`src/rtl/debug_dump_reader_if.sv`:
```
// rtl/debug_dump_reader_if.sv - dump frame word stream (valid/ready with last marker)
interface debug_dump_reader_if;
    logic        out_valid;
    logic [31:0] out_data;
    logic        out_last;
    logic        out_ready;

    modport master (
        output out_valid,
        output out_data,
        output out_last,
        input  out_ready
    );

    modport slave (
        input  out_valid,
        input  out_data,
        input  out_last,
        output out_ready
    );
endinterface

```
`src/rtl/debug_dump_reader.sv`:
```
// rtl/debug_dump_reader.sv - walks CPU debug read ports and streams a header/PC/inst/RF/memory frame
module debug_dump_reader #(
    parameter int unsigned MEM_WORDS = 32,
    parameter logic [31:0] MEM_BASE  = 32'd0
) (
    input  logic                       clk,
    input  logic                       resetn,
    input  logic                       start,
    output logic [4:0]                 rf_addr,
    output logic [31:0]                mem_addr,
    input  logic [31:0]                rf_data,
    input  logic [31:0]                mem_data,
    input  logic [31:0]                cpu_pc,
    input  logic [31:0]                cpu_inst,
    debug_dump_reader_if.master        out_if,
    output logic                       busy,
    output logic                       done
);
    localparam int unsigned N     = 35 + MEM_WORDS;
    localparam int unsigned IDX_W = $clog2(N);
    localparam logic [IDX_W-1:0] LAST_IDX  = IDX_W'(N - 1);
    localparam logic [IDX_W-1:0] RF_FIRST  = IDX_W'(3);
    localparam logic [IDX_W-1:0] MEM_FIRST = IDX_W'(35);

    typedef enum logic [1:0] {
        IDLE  = 2'd0,
        FETCH = 2'd1,
        SEND  = 2'd2,
        FIN   = 2'd3
    } state_t;

    state_t           state_q;
    logic [IDX_W-1:0] idx_q;
    logic [31:0]      pc_snap_q;
    logic [31:0]      inst_snap_q;
    logic [15:0]      frame_cnt_q;
    logic [4:0]       rf_addr_q;
    logic [31:0]      mem_addr_q;
    logic             out_valid_q;
    logic [31:0]      out_data_q;
    logic             out_last_q;
    logic             busy_q;
    logic             done_q;
    logic [31:0]      out_data_d;

    // Word source for the current index; the debug addresses were settled on the previous handshake.
    always_comb begin
        out_data_d = mem_data;
        if (idx_q == '0) begin
            out_data_d = {16'hD0D0, frame_cnt_q};
        end else if (idx_q == IDX_W'(1)) begin
            out_data_d = pc_snap_q;
        end else if (idx_q == IDX_W'(2)) begin
            out_data_d = inst_snap_q;
        end else if (idx_q < MEM_FIRST) begin
            out_data_d = rf_data;
        end
    end

    always_ff @(posedge clk or negedge resetn) begin
        if (!resetn) begin
            state_q     <= IDLE;
            idx_q       <= '0;
            pc_snap_q   <= 32'd0;
            inst_snap_q <= 32'd0;
            frame_cnt_q <= 16'd0;
            rf_addr_q   <= 5'd0;
            mem_addr_q  <= MEM_BASE;
            out_valid_q <= 1'b0;
            out_data_q  <= 32'd0;
            out_last_q  <= 1'b0;
            busy_q      <= 1'b0;
            done_q      <= 1'b0;
        end else begin
            case (state_q)
                IDLE: begin
                    if (start) begin
                        pc_snap_q   <= cpu_pc;
                        inst_snap_q <= cpu_inst;
                        idx_q       <= '0;
                        busy_q      <= 1'b1;
                        state_q     <= FETCH;
                    end
                end
                FETCH: begin
                    out_data_q  <= out_data_d;
                    out_valid_q <= 1'b1;
                    out_last_q  <= (idx_q == LAST_IDX);
                    state_q     <= SEND;
                end
                SEND: begin
                    if (out_valid_q && out_if.out_ready) begin
                        out_valid_q <= 1'b0;
                        if (out_last_q) begin
                            // done rises and busy falls on the final handshake edge itself
                            done_q  <= 1'b1;
                            busy_q  <= 1'b0;
                            state_q <= FIN;
                        end else begin
                            idx_q <= idx_q + IDX_W'(1);
                            if (idx_q >= RF_FIRST && idx_q < MEM_FIRST) begin
                                rf_addr_q <= rf_addr_q + 5'd1;
                            end else if (idx_q >= MEM_FIRST) begin
                                mem_addr_q <= mem_addr_q + 32'd4;
                            end
                            state_q <= FETCH;
                        end
                    end
                end
                FIN: begin
                    done_q      <= 1'b0;
                    frame_cnt_q <= frame_cnt_q + 16'd1;
                    rf_addr_q   <= 5'd0;
                    mem_addr_q  <= MEM_BASE;
                    state_q     <= IDLE;
                end
                default: state_q <= IDLE;
            endcase
        end
    end

    assign rf_addr          = rf_addr_q;
    assign mem_addr         = mem_addr_q;
    assign out_if.out_valid = out_valid_q;
    assign out_if.out_data  = out_data_q;
    assign out_if.out_last  = out_last_q;
    assign busy             = busy_q;
    assign done             = done_q;
endmodule

```
`src/flat_wrapper.sv`:
```
// flat-port wrapper written by rule: the top's interface ports become plain ports
module debug_dump_reader_flat 
#(
    parameter int unsigned MEM_WORDS = 32,
    parameter logic [31:0] MEM_BASE  = 32'd0
)
  (clk, resetn, start, rf_addr, mem_addr, rf_data, mem_data, cpu_pc, cpu_inst, busy, done, out_if_out_valid, out_if_out_data, out_if_out_last, out_if_out_ready);
  debug_dump_reader_if out_if_i ();
  input  logic clk;
  input  logic resetn;
  input  logic start;
  output logic [4:0] rf_addr;
  output logic [31:0] mem_addr;
  input  logic [31:0] rf_data;
  input  logic [31:0] mem_data;
  input  logic [31:0] cpu_pc;
  input  logic [31:0] cpu_inst;
  output logic busy;
  output logic done;
  output wire logic [$bits(out_if_i.out_valid)-1:0] out_if_out_valid;
  output wire logic [$bits(out_if_i.out_data)-1:0] out_if_out_data;
  output wire logic [$bits(out_if_i.out_last)-1:0] out_if_out_last;
  input wire logic [$bits(out_if_i.out_ready)-1:0] out_if_out_ready;
  assign out_if_out_valid = out_if_i.out_valid;
  assign out_if_out_data = out_if_i.out_data;
  assign out_if_out_last = out_if_i.out_last;
  assign out_if_i.out_ready = out_if_out_ready;
  debug_dump_reader #(.MEM_WORDS(MEM_WORDS), .MEM_BASE(MEM_BASE)) u_core (.clk(clk), .resetn(resetn), .start(start), .rf_addr(rf_addr), .mem_addr(mem_addr), .rf_data(rf_data), .mem_data(mem_data), .cpu_pc(cpu_pc), .cpu_inst(cpu_inst), .out_if(out_if_i), .busy(busy), .done(done));
endmodule
```
`config.mk`:
```
export PLATFORM = sky130hd
export DESIGN_NAME = debug_dump_reader_flat
export DESIGN_NICKNAME = d
export VERILOG_FILES = /design/src/rtl/debug_dump_reader_if.sv /design/src/rtl/debug_dump_reader.sv /design/src/flat_wrapper.sv
export SDC_FILE = /design/constraint.sdc
export NUM_CORES = 1
export LEC_CHECK = 0
export CORE_ASPECT_RATIO = 2
export CORE_MARGIN = 1
export CORE_UTILIZATION = 65
export CTS_BUF_LIST = sky130_fd_sc_hd__clkbuf_4 sky130_fd_sc_hd__clkbuf_8 sky130_fd_sc_hd__clkbuf_16
export CTS_CLUSTER_DIAMETER = 120
export DETAILED_ROUTE_END_ITERATION = 6
export DONT_BUFFER_PORTS = 1
export PLACE_DENSITY = 0.81
export SLEW_MARGIN = 20
export SYNTH_ARGS = -nofsm -noshare
export SYNTH_HDL_FRONTEND = slang
export SYNTH_SLANG_ARGS = --single-unit
```
`constraint.sdc`:
```
create_clock -name clk -period 2.9 [get_ports clk]
set_input_delay 0.145 -clock clk [delete_from_list [all_inputs] [get_ports clk]]
set_output_delay 0.145 -clock clk [all_outputs]
set_load 0.02 [all_outputs]
```
; Yosys cells after proc, flatten, opt, wreduce, memory -nomap -nowiden
; Index checks and enable logic that the tools add are counted.
[classes]
order_cmp = 3
add_sub_neg = 4
n_eq_ne = 13
mux = 30
n_reduce_logical = 15
[op_table]
columns = cell, count
row1 = two-way mux 32 bit, 8
row2 = case mux 32 bit (2 select lines), 1
row3 = adder 32 x 3 -> 32 bit (second input constant), 1
row4 = two-way mux 7 bit, 3
row5 = adder 16 x 1 -> 16 bit (second input constant), 1
row6 = two-way mux 5 bit, 3
row7 = case mux 7 bit (2 select lines), 1
row8 = AND reduction 4 bit, 3
row9 = case mux 5 bit (2 select lines), 1
row10 = != test 2 x 1 -> 1 bit (second input constant), 4
row11 = case mux 2 bit (4 select lines), 1
row12 = adder 7 x 1 -> 7 bit (second input constant), 1
row13 = == test 7 x 1 -> 1 bit (second input constant), 1
row14 = == test 7 x 2 -> 1 bit (second input constant), 1
row15 = == test 7 bit (second input constant), 1
row16 = greater-or-equal comparator 7 x 2 -> 1 bit (second input constant), 1
row17 = greater-or-equal comparator 7 x 6 -> 1 bit (second input constant), 1
row18 = zero test 7 bit, 1
row19 = < comparator 7 x 6 -> 1 bit (second input constant), 1
row20 = two-way mux 1 bit, 6
row21 = two-way mux 2 bit, 3
row22 = != test 2 bit (second input constant), 3
row23 = case mux 1 bit (2 select lines), 3
row24 = AND reduction 2 bit, 3
row25 = other kinds (8), 12
[totals]
ff_bits = 162
input_bits = 132
elab_cells = 77

; Depth between registers and ports, before layout
[depth]
ltp_word = 6
mapped_depth = 8
mapped_depth_nobuf = 6

; Worst setup path after synthesis
; No wires, ideal clock.
[synth_timing]
path_kind = flip-flop to flip-flop
from = register u_core.idx_q[5]
to = register u_core.out_data_q[10], in the netlist u_core.out_if.out_data[10]
t_required_ps = 2773
path_slack_ps = 981
synth_period_minus_slack_ps = 1919
arrival_ps = 1792
path_stages_with_launch = 8
path_cell_list = dfrtp_1 -> nor3_4 -> nand2_1 -> or4b_1 -> buf_2 -> buf_6 -> o32ai_2 -> a21oi_1
[synth_between]
elab_chain_cells = 5
word_cells_on_any_way = 8
cone_classes = order compare (1) / eq/ne (2) / mux (4) / reduce/logical (1)
[synth_lines]
columns = element, line
row1 = from (decl), debug_dump_reader.sv:33  ; logic [IDX_W-1:0] idx_q;
row2 = from (signal assigned), debug_dump_reader.sv:100  ; idx_q <= idx_q + IDX_W'(1);
row3 = < comparator 7 x 6 -> 1 bit, debug_dump_reader.sv:55  ; end else if (idx_q < MEM_FIRST) begin
row4 = two-way mux 32 bit, debug_dump_reader.sv:55
row5 = two-way mux 32 bit, debug_dump_reader.sv:53  ; end else if (idx_q == IDX_W'(2)) begin
row6 = two-way mux 32 bit, debug_dump_reader.sv:51  ; end else if (idx_q == IDX_W'(1)) begin
row7 = two-way mux 32 bit *, debug_dump_reader.sv:49  ; if (idx_q == '0) begin
row8 = to (signal assigned), debug_dump_reader.sv:86  ; out_data_q <= out_data_d;
row9 = to (decl), debug_dump_reader.sv:40  ; logic [31:0] out_data_q;
; Mark *: on every way between the ends. The rest lies on a longest branch, timed or not.
; A chain may end at the register's enable or synchronous reset.

; Final worst setup path
[layout_timing]
from = register u_core.idx_q[2]
to = register u_core.out_data_q[22], in the netlist u_core.out_if.out_data[22]
; The elaborated chain is that of the path after synthesis.

==> metrics.md <==
| Metric | Value |
|---|---|
| Tightest Pin Transition | `just over 0.9 ns` |
| Global route overflow | `0` |
| RR Startpoint | `u_core.idx_q[2]` |
| Crit path cell chain | `nor4_2 -> nand3b_1 -> nand2_2 -> a211oi_1 -> dlygate4sd3_1 -> o21ai_1` |
| Final Critical Period | `roughly 2.6 ns` |
| Total Die Area | `12490 um2` |
| Cell count after synthesis | `between 700 and 800` |
| Cts bufs inserted | `17` |
| WP buf/inv | `1` |
| Clock transition at path regs | `~0.070 ns` |
| Synth unique cells | `52` |
| Commonest cells after routing, fill and taps aside | `dfrtp_1, dlygate4sd3_1, mux2_2, nand2_1, a21oi_1` |
| Status | `complete, but fails checks` |
| Most common cell after layout, fill and taps aside | `dfrtp_1` |
| Cell Area, Synth | `7811 um2` |
| Pwr Density | `just under 500 nW/um2` |
| Input/output buffers | `0` |
| Initial drt markers | `approximately 380` |
| Proportion of layout cells with a drive suffix above 1 | `0.1842` |
| Root buffer cell | `clkbuf_16` |
| DRC | `0` |
| Area grow syn2layout | `19.41%` |
| Crit. End Element | `register` |
| CTS sink cnt | `between 150 and 200` |
| Max capacitance violation total | `0` |
| WP data arrival | `2.95 ns` |
| Leakage | `about 4.1 nW` |
| Critical path fanouts, max | `16` |
| Synth Area in Simple Gates | `0.1470` |
| Fin crit share | `0.9046` |
| Wire per inst | `between 20 and 25 um` |
| DR pass1 iterations | `5` |
| Dominant synthesized flop cell | `dfrtp_1` |
| WS Path Type | `reg -> reg` |
| Ys async rst share | `1.000` |
| H-tree depth | `4` |
| Starting Density | `0.6676` |
| DIE HEIGHT | `about 160 um` |
| Antenna violations before repair | `0` |
| Final hold vios | `between 150 and 200` |
| Final ANT Viol Nets | `0` |
| Clk_skew | `0.01177 ns` |
| Rows | `56` |
| Largest family of logic cells by synthesized area | `simple AND/OR/NAND/NOR gates` |
| Crit start category | `register` |
| Max Clk Rate | `381.2 MHz` |
| Slowest stage delay, CP | `around 0.59 ns` |
| Failing checks | `negative hold slack` |
| Sequential area share after synthesis | `0.5126` |
| Core box area | `11700 um2` |
| DPL Wire Length | `13280 um` |
| Slowest cell on crit path | `dlygate4sd3_1` |
| Vias in the first global route | `6828` |
| Synthesis Warnings | `0` |
| CTS Buffer Depth | `2` |
| Post-synthesis adder-cell area fraction | `0.01121` |
| Post-synthesis mux area share | `0.1179` |
| CTS tree | `done` |
| # Post-CTS Setup Buffers | `0` |
| Skew-Pair Late Insertion Delay | `between 0.4 and 0.5 ns` |
| Worst Hold Class | `in -> async` |
| Required time of the critical path | `between 3 and 4 ns` |
| Hold buffers post-CTS | `83` |
| Vias per cell | `roughly 6.7` |
| Die W | `around 80 um` |
| CP startpoint | `u_core.idx_q[2]` |
| Worst hold slack | `-0.5860 ns` |
| Largest net degree at the start of global routing | `~160` |
| Final Slew Violations | `0` |
| GRT Util Overall | `0.3523` |
| Vias | `about 6300` |
| Nets@finish | `between 900 and 1000` |
| Setup violators final | `0` |
| Xor-xnor portion of the synthesized cell area | `0.04261` |
| VDD IR-drop max | `~440 uV` |
| GPL Wtd Cong | `between 0.8 and 0.9` |
| IO Count | `205` |
| Top delay family on crit path | `simple AND/OR/NAND/NOR gates` |
| EDFF count, synth | `0` |
| Yosys reg bits | `160` |
| Post-synthesis compound-gate area fraction | `0.1395` |
| Setup TNS | `0 ns` |
| Final WL | `roughly 22000 um` |
| Relative slew slack | `0.3891` |
| Avg Cell Area, Syn | `10.97 um2` |
| First-pass GRT wire length | `about 33000 um` |
| RSZ-0062 raised after global routing | `no` |
[cell type report]
cell class,count,area [um2]
Sequential cell,160,4004
Multi-Input combinational cell,503,3596
Fill cell,707,2374
Timing Repair Buffer,96,940.9
Clock buffer,19,452.9
Tap cell,145,181.4
Clock inverter,13,123.9
Inverter,7,26.28
Antenna cell,1,2.502
[cell usage after synthesis (2+ instances only)]
library cell / instances / area [um2]
xnor2_1: 16 / 140.1
a21oi_1: 38 / 190.2
nor3_1: 4 / 20.02
buf_2: 11 / 55.05
nand2b_1: 2 / 12.51
and4_1: 3 / 26.28
dfrtp_1: 160 / 4004
nand4_1: 14 / 87.58
nand3_1: 24 / 120.1
o211ai_1: 17 / 127.6
buf_4: 4 / 30.03
a211oi_1: 16 / 120.1
and3_1: 14 / 87.58
a21o_1: 2 / 15.01
and2_1: 19 / 118.9
xor2_1: 22 / 192.7
nand2_1: 65 / 244.0
ha_1: 7 / 87.58
or3_1: 29 / 181.4
inv_1: 7 / 26.28
nor2b_1: 2 / 12.51
o21ai_1: 6 / 30.03
a21boi_0: 2 / 15.01
nor2_1: 35 / 131.4
clkbuf_1: 21 / 78.83
mux2_2: 80 / 900.9
o221ai_1: 16 / 140.1
mux2i_1: 2 / 20.02
o21ai_0: 31 / 155.2
o32ai_1: 6 / 52.55
nand4b_1: 2 / 17.52
buf_1: 6 / 22.52
o32ai_2: 10 / 162.7
[path summary, 6_finish.rpt]
kind                                               to  slack, ns  depth (start not counted)
max                        u_core.out_if.out_data[22]       0.28                          6
min                             u_core.inst_snap_q[2]      -0.59                          0
max reg2reg                u_core.out_if.out_data[22]       0.28                          6
min reg2reg                    u_core.frame_cnt_q[15]       0.49                          1
max in group asynchronous        u_core.pc_snap_q[18]       3.25                          0
min in group clk           u_core.out_if.out_data[23]       0.02                          3
[logic make-up (layout without fill, tap and decap cells)]
logic type / count (synthesis) / count (layout)
AO/OA/AOI/OAI: 152 / 152
XOR/XNOR: 38 / 38
adder cells (fa/ha/maj): 7 / 7
buffers and inverters: 50 / 135
flip-flops: 160 / 160
multiplexers: 82 / 82
other: 1 / 3
AND/OR/NAND/NOR: 222 / 222
[through the flow]
stage	util	cells	area [um2]	power, mW	worst slack, ns
final	0.7972	944	9328	4.544	0.2765
after global routing	0.7969	943	9325	4.670	0.1478
after CTS	0.7967	943	9323	4.557	0.1642
after detailed placement	0.6764	828	7915	2.308	0.4929
after global placement	0.6764	828	7915	2.307	0.6265
after floorplan	-	713	7815	2.306	0.9809
[power by group]
part           switching [mW]  total (mW)  internal, mW
Sequential                  0        2.23          2.23
Combinational          0.0382       0.133        0.0952
Clock                   0.935        2.18          1.24
Total                   0.973        4.54          3.57
[repair_timing]
action	4_1_cts	5_1_grt
gates resized for setup	0	1
setup endpoints to repair	0	1
hold endpoints to repair	245	160
[metal layers]
| layer | GRT usage | up-vias | wire length, um |
|---|---|---|---|
| met4 | 0.1887 | 0 | 854 |
| li1 | - | 2746 | - |
| met2 | 0.6276 | 324 | 11770 |
| met5 | 0 | - | 0 |
| met3 | 0.1043 | 80 | 1477 |
| met1 | 0.3606 | 3177 | 7485 |
[registers in the layout (all words and copies together) (netlist names)]
signal and cells:
u_core.busy 1, u_core.done 1, u_core.frame_cnt_q 16, u_core.idx_q 7, u_core.inst_snap_q 32, u_core.mem_addr 30, u_core.out_if.out_data 32, u_core.out_if.out_last 1
u_core.out_if.out_valid 1, u_core.pc_snap_q 32, u_core.rf_addr 5, u_core.state_q 2
No activity file was read; power rests on OpenSTA's default activity.
